--- config.mk ---
export PLATFORM = sky130hd
export DESIGN_NAME = qpsk_symbol_sched
export DESIGN_NICKNAME = d
export VERILOG_FILES = /design/src/rtl/qpsk_pkg.sv /design/src/rtl/qpsk_bit_pair.sv /design/src/rtl/qpsk_symbol_sched.sv
export SDC_FILE = /design/constraint.sdc
export NUM_CORES = 1
export LEC_CHECK = 0
export CAP_MARGIN = 30
export CELL_PAD_IN_SITES_DETAIL_PLACEMENT = 1
export CELL_PAD_IN_SITES_GLOBAL_PLACEMENT = 1
export CORE_UTILIZATION = 34
export CTS_BUF_LIST = sky130_fd_sc_hd__clkbuf_4
export DETAILED_ROUTE_END_ITERATION = 6
export PLACE_DENSITY_LB_ADDON = 0.1
export SLEW_MARGIN = 0
export SYNTH_ARGS = -nofsm -noshare
export SYNTH_HDL_FRONTEND = slang
export SYNTH_HIERARCHICAL = 1
export SYNTH_SLANG_ARGS = --single-unit
--- constraint.sdc ---
create_clock -name clk -period 2 [get_ports clk]
set_input_delay 0.5 -clock clk [delete_from_list [all_inputs] [get_ports clk]]
set_output_delay 0.5 -clock clk [all_outputs]
set_load 0.01 [all_outputs]
--- src/rtl/qpsk_pkg.sv ---
// rtl/qpsk_pkg.sv - shared types, constants and Gray index helpers for the QPSK symbol scheduler
package qpsk_pkg;

  typedef enum logic {
    IDLE = 1'b0,
    RUN  = 1'b1
  } state_t;

  localparam int SPS_DEFAULT = 8;

  // Gray index: 00->0, 01->1, 11->2, 10->3
  function automatic logic [1:0] gray_idx(input logic [1:0] dibit);
    return {dibit[1], dibit[1] ^ dibit[0]};
  endfunction

  function automatic logic [1:0] gray_bits(input logic [1:0] idx);
    return {idx[1], idx[1] ^ idx[0]};
  endfunction

endpackage

--- src/rtl/qpsk_bit_pair.sv ---
// rtl/qpsk_bit_pair.sv - serial bit intake pairing bits into a one-entry pending dibit register
module qpsk_bit_pair
  import qpsk_pkg::*;
(
  input  logic       clk,
  input  logic       rst,
  input  logic       bit_in,
  input  logic       bit_valid,
  output logic       bit_ready,
  input  logic       take,
  output logic       pend_valid,
  output logic [1:0] pend_dibit
);

  logic half;
  logic i_half;
  logic accept;

  // Intake stalls entirely while a completed pair waits, so a load and a
  // pair completion can never coincide.
  assign bit_ready = ~pend_valid;
  assign accept    = bit_valid & bit_ready;

  always_ff @(posedge clk) begin
    if (rst) begin
      half       <= 1'b0;
      i_half     <= 1'b0;
      pend_valid <= 1'b0;
      pend_dibit <= 2'b00;
    end else begin
      if (take) begin
        pend_valid <= 1'b0;
      end
      if (accept) begin
        if (!half) begin
          i_half <= bit_in;
          half   <= 1'b1;
        end else begin
          pend_dibit <= {i_half, bit_in};
          pend_valid <= 1'b1;
          half       <= 1'b0;
        end
      end
    end
  end

endmodule

--- src/rtl/qpsk_symbol_sched.sv ---
// rtl/qpsk_symbol_sched.sv - QPSK symbol scheduler; QPSK_DIFF_EN selects differential Gray encoding
module qpsk_symbol_sched
  import qpsk_pkg::*;
#(
  parameter int SPS  = SPS_DEFAULT,
  parameter int PH_W = $clog2(SPS)
) (
  input  logic            clk,
  input  logic            rst,
  input  logic            en,
  input  logic            bit_in,
  input  logic            bit_valid,
  output logic            bit_ready,
  output logic            Ichannel,
  output logic            Qchannel,
  output logic [PH_W-1:0] phase,
  output logic            sym_valid,
  output logic            sym_strobe,
  output logic            underrun,
  output logic [15:0]     sym_count
);

  localparam logic [PH_W-1:0] PH_LAST = PH_W'(SPS - 1);

  state_t     state, state_n;
  logic       load;
  logic       underrun_n;
  logic       pend_valid;
  logic [1:0] pend_dibit;
  logic [1:0] sym_bits;

  qpsk_bit_pair u_pair (
    .clk        (clk),
    .rst        (rst),
    .bit_in     (bit_in),
    .bit_valid  (bit_valid),
    .bit_ready  (bit_ready),
    .take       (load),
    .pend_valid (pend_valid),
    .pend_dibit (pend_dibit)
  );

`ifdef QPSK_DIFF_EN
  logic [1:0] prev_idx;
  logic [1:0] next_idx;

  // Reference index survives IDLE gaps; only reset returns it to 0.
  assign next_idx = prev_idx + gray_idx(pend_dibit);
  assign sym_bits = gray_bits(next_idx);

  always_ff @(posedge clk) begin
    if (rst) begin
      prev_idx <= 2'b00;
    end else if (load) begin
      prev_idx <= next_idx;
    end
  end
`else
  assign sym_bits = pend_dibit;
`endif

  always_comb begin
    state_n    = state;
    load       = 1'b0;
    underrun_n = 1'b0;
    case (state)
      IDLE: begin
        if (en && pend_valid) begin
          load    = 1'b1;
          state_n = RUN;
        end
      end
      RUN: begin
        // en only matters at the symbol boundary; a started symbol always completes.
        if (phase == PH_LAST) begin
          if (en && pend_valid) begin
            load = 1'b1;
          end else begin
            state_n    = IDLE;
            underrun_n = en;
          end
        end
      end
      default: state_n = IDLE;
    endcase
  end

  assign sym_valid = (state == RUN);

  always_ff @(posedge clk) begin
    if (rst) begin
      state      <= IDLE;
      phase      <= '0;
      Ichannel   <= 1'b0;
      Qchannel   <= 1'b0;
      sym_strobe <= 1'b0;
      underrun   <= 1'b0;
      sym_count  <= 16'd0;
    end else begin
      state      <= state_n;
      sym_strobe <= load;
      underrun   <= underrun_n;
      if (state == RUN && state_n == RUN && !load) begin
        phase <= phase + PH_W'(1);
      end else begin
        phase <= '0;
      end
      if (load) begin
        Ichannel  <= sym_bits[1];
        Qchannel  <= sym_bits[0];
        sym_count <= sym_count + 16'd1;
      end
    end
  end

endmodule

==> flow_summary.yaml <==
hold_path:
  hold_end: "phase[0]"
  min-delay-start: "phase[0]"
  hold_class: "reg2reg"
  holdPathStages: 1
clock_network:
  cts_tree: "done"
  cts_sinks: 29
  clk_pin_slew_ns: 0.09
  h-tree-depth: 2
  cts_buffers: 5
  clk_latency_ns: 0.33
  postCtsHoldBufs: 0
  cts_buffer_depth: 2
  cts_root_buffer: "clkbuf_4"
synthesis:
  synth_top_family_by_area: "simple AND/OR/NAND/NOR gates"
  syn_nets: 140
  synth_compound_area_frac: 0.113
  synth_edf_count: 0
  synth_seq_cells: 29
  netlist.area_leader.share: 0.478
  syn_inst: 132
  yosysWarnings: 6
  synthSimpleGateAreaFrac: 0.265
  ys.flop_type: "dfxtp_1"
  synth_area_per_cell_um2: 9.20
  yosys-top-cells-area: "dfxtp_1 48%, a21oi_1 4.9%, nor2_1 3.7%, ha_1 3.1%, nand2_1 3.1%"
  synth.largest_area_cell: "dfxtp_1"
  yosys.area_share.xor_xnor: 0.0505
  syn_area_um2: 1210
  seq_area_frac_synth: 0.478
  ys_types: 33
  synth_adder_area_share: 0.0309
  async_flop_share: 0
  synth.mux.area_fraction: 0.0340
place:
  port_buffers: 29
  dp_hpwl_mm: 2.35
  gp_congestion: 0.749
route:
  wire_per_inst_um: 13.7
  drc: 0
  drtIter0Drc: 17
  totalWireLength_mm: 3.09
  vias: 1131
  drtAntennaViolNets: 0
  avgViaCountPerCell: 5.03
  first_pass_iters: 3
floorplan:
  die-area_um2: 3820
  start_util: 0.358
  io_pins: 30
  die_h_um: 61.8
  die_w_um: 61.8
  coreArea_um2: 3390
  num_rows: 21
flow_run:
  maxCapViolations: 0
grt:
  grt_max_degree: 16
  grt_usage: 0.183
  gr-total-overflow: 0
  grt_pass1_vias: 1107
  grt_pass1_wl_mm: 4.86
  antenna_found_initial: 0
setup_path:
  end_kind: "flip-flop"
  crit_top_cell: "or4_1"
  reg2reg_depth: 6
  worstSetupStartpointType: "input pin"
  cp_data_required_time_ns: 2.27
  cp_slowest_cell: "or4_1"
  crit_chain: "clkdlybuf4s50_1, nand2_1, or4_1, or4_1, a21oi_1"
  worstPathArrival_ns: 2.22
  cpPeakStageDelay_ns: 0.54
  rr_startpoint: "phase[0]"
  reg2reg_to: "sym_count[15]"
  r2r_slack_ns: 0.10
  cp_max_fo: 4
  critPathKind: "in2reg"
timing:
  min_period_ns: 1.95
  setup_viol: 0
  finalMaxSlewViolations: 0
  hold_viol_final: 0
  finalCritPeriodShare: 0.974
  grt_setup_unrepaired: "false"
  fin_worst_skew_ns: 0.00762
  tightest_slew_ns: 0.337
  fmax_mhz: 513
  slew-limit-headroom: 0.773
  setup_tns_ns: 0
pwr:
  power.density_nw_per_um2: 573
  leakagePower_uw: 0.000608
  ir_worst_vdd_v: 0.000377
cells_and_area:
  n_antenna_cell: 0
  layout.nets: 186
  utilization: 0.511
  fillers: 401
  final_common_cell: "clkdlybuf4s50_1"
  layout-drive-gt1-share: 0.162
  seqCellArea_um2: 583
  final_cell_mix: "29 x clkdlybuf4s50_1, 27 x dfxtp_1, 15 x buf_4"
  multiInputGateArea_um2: 629
  area_growth_pct: 42.4
outcome:
  outcome: "completed"
cell families after synthesis:
logic type,Yosys count
muxes,4
buffers and inverters,7
DFF,29
adders and majority gates,3
and+or+nand+nor,58
AOI/OAI and AO/OA,24
xor gates and xnor gates,7
power breakdown:
part / internal [uW] / switching (uW) / total (uW)
sequential: 586 / 8.16 / 594
combinational: 34.5 / 32.8 / 67.4
clock: 127 / 205 / 331
total: 747 / 246 / 992
Yosys cell counts (2+ instances only):
cell type	number
a21oi_1	12
and2_1	2
clkbuf_1	3
dfxtp_1	29
ha_1	3
inv_1	2
mux2i_1	3
nand2_1	10
nand3_1	5
nand4_1	3
nor2_1	12
nor2b_1	2
nor3_1	3
nor3b_1	2
nor4_1	2
o21ai_0	6
o31ai_1	4
or2b_1	2
or3_1	4
or4_1	5
xnor2_1	3
xor2_1	4
critical path: cells and delay by family:
| kind | cells | cell delay [ns] |
|---|---|---|
| AND/OR/NAND/NOR | 3 | 1.06 |
| AO/OA/AOI/OAI | 1 | 0.14 |
| buffers and inverters | 1 | 0.51 |
state kept, by name, summed over array words and instances, names as in the netlist:
name and flops:
u_pair/pend_valid 1, u_pair/i_half 1, u_pair/half 1, u_pair/pend_dibit 2, Qchannel 1, sym_count 16
sym_valid 1, Ichannel 1, phase 3, sym_strobe 1, underrun 1
how the worst max path moves through the flow:
stage	startpoint	to	slack [ns]	cells past startpoint
after floorplan	phase[0]	sym_count[13]	0.02	8
after global routing	en	sym_count[15]	0.007	5
after global placement	en	sym_count[15]	-0.24	5
after detailed placement	en	sym_count[15]	-0.29	5
final	en	sym_count[15]	0.05	5
after CTS	en	sym_count[15]	0.07	5
metal layers:
metal  GRT usage  wire length (um)
met2       0.301              1520
met5           0                 0
met1       0.208              1360
met3      0.0600               124
met4       0.105                85
repair_timing:
item	in CTS	in global routing
buffers inserted	0	0
endpoints found under the setup margin	0	1
endpoints found under the hold margin	0	0
gates resized for setup	0	1
through the flow:
step	cell area (um^2)	hold WS (ns)	power [uW]	cells	worst slack [ns]
3_5_place_dp	1680	0.451	675	217	-0.295
6_report	1730	0.458	992	225	0.0513
5_1_grt	1730	0.476	1040	225	0.00658
3_3_place_gp	1680	0.441	673	217	-0.242
4_1_cts	1730	0.465	1010	225	0.0703
2_1_floorplan	1240	0.432	639	132	0.0153
layout make-up:
cell class / count / share of cell area
well taps: 46 / 0.0333
multi-input cells: 96 / 0.364
clock buffers: 5 / 0.0217
inverters: 2 / 0.00434
clock inverters: 3 / 0.00723
flip-flops and latches: 29 / 0.337
repair buffers: 44 / 0.233
Note: power is estimated with default switching activity, not from simulation.
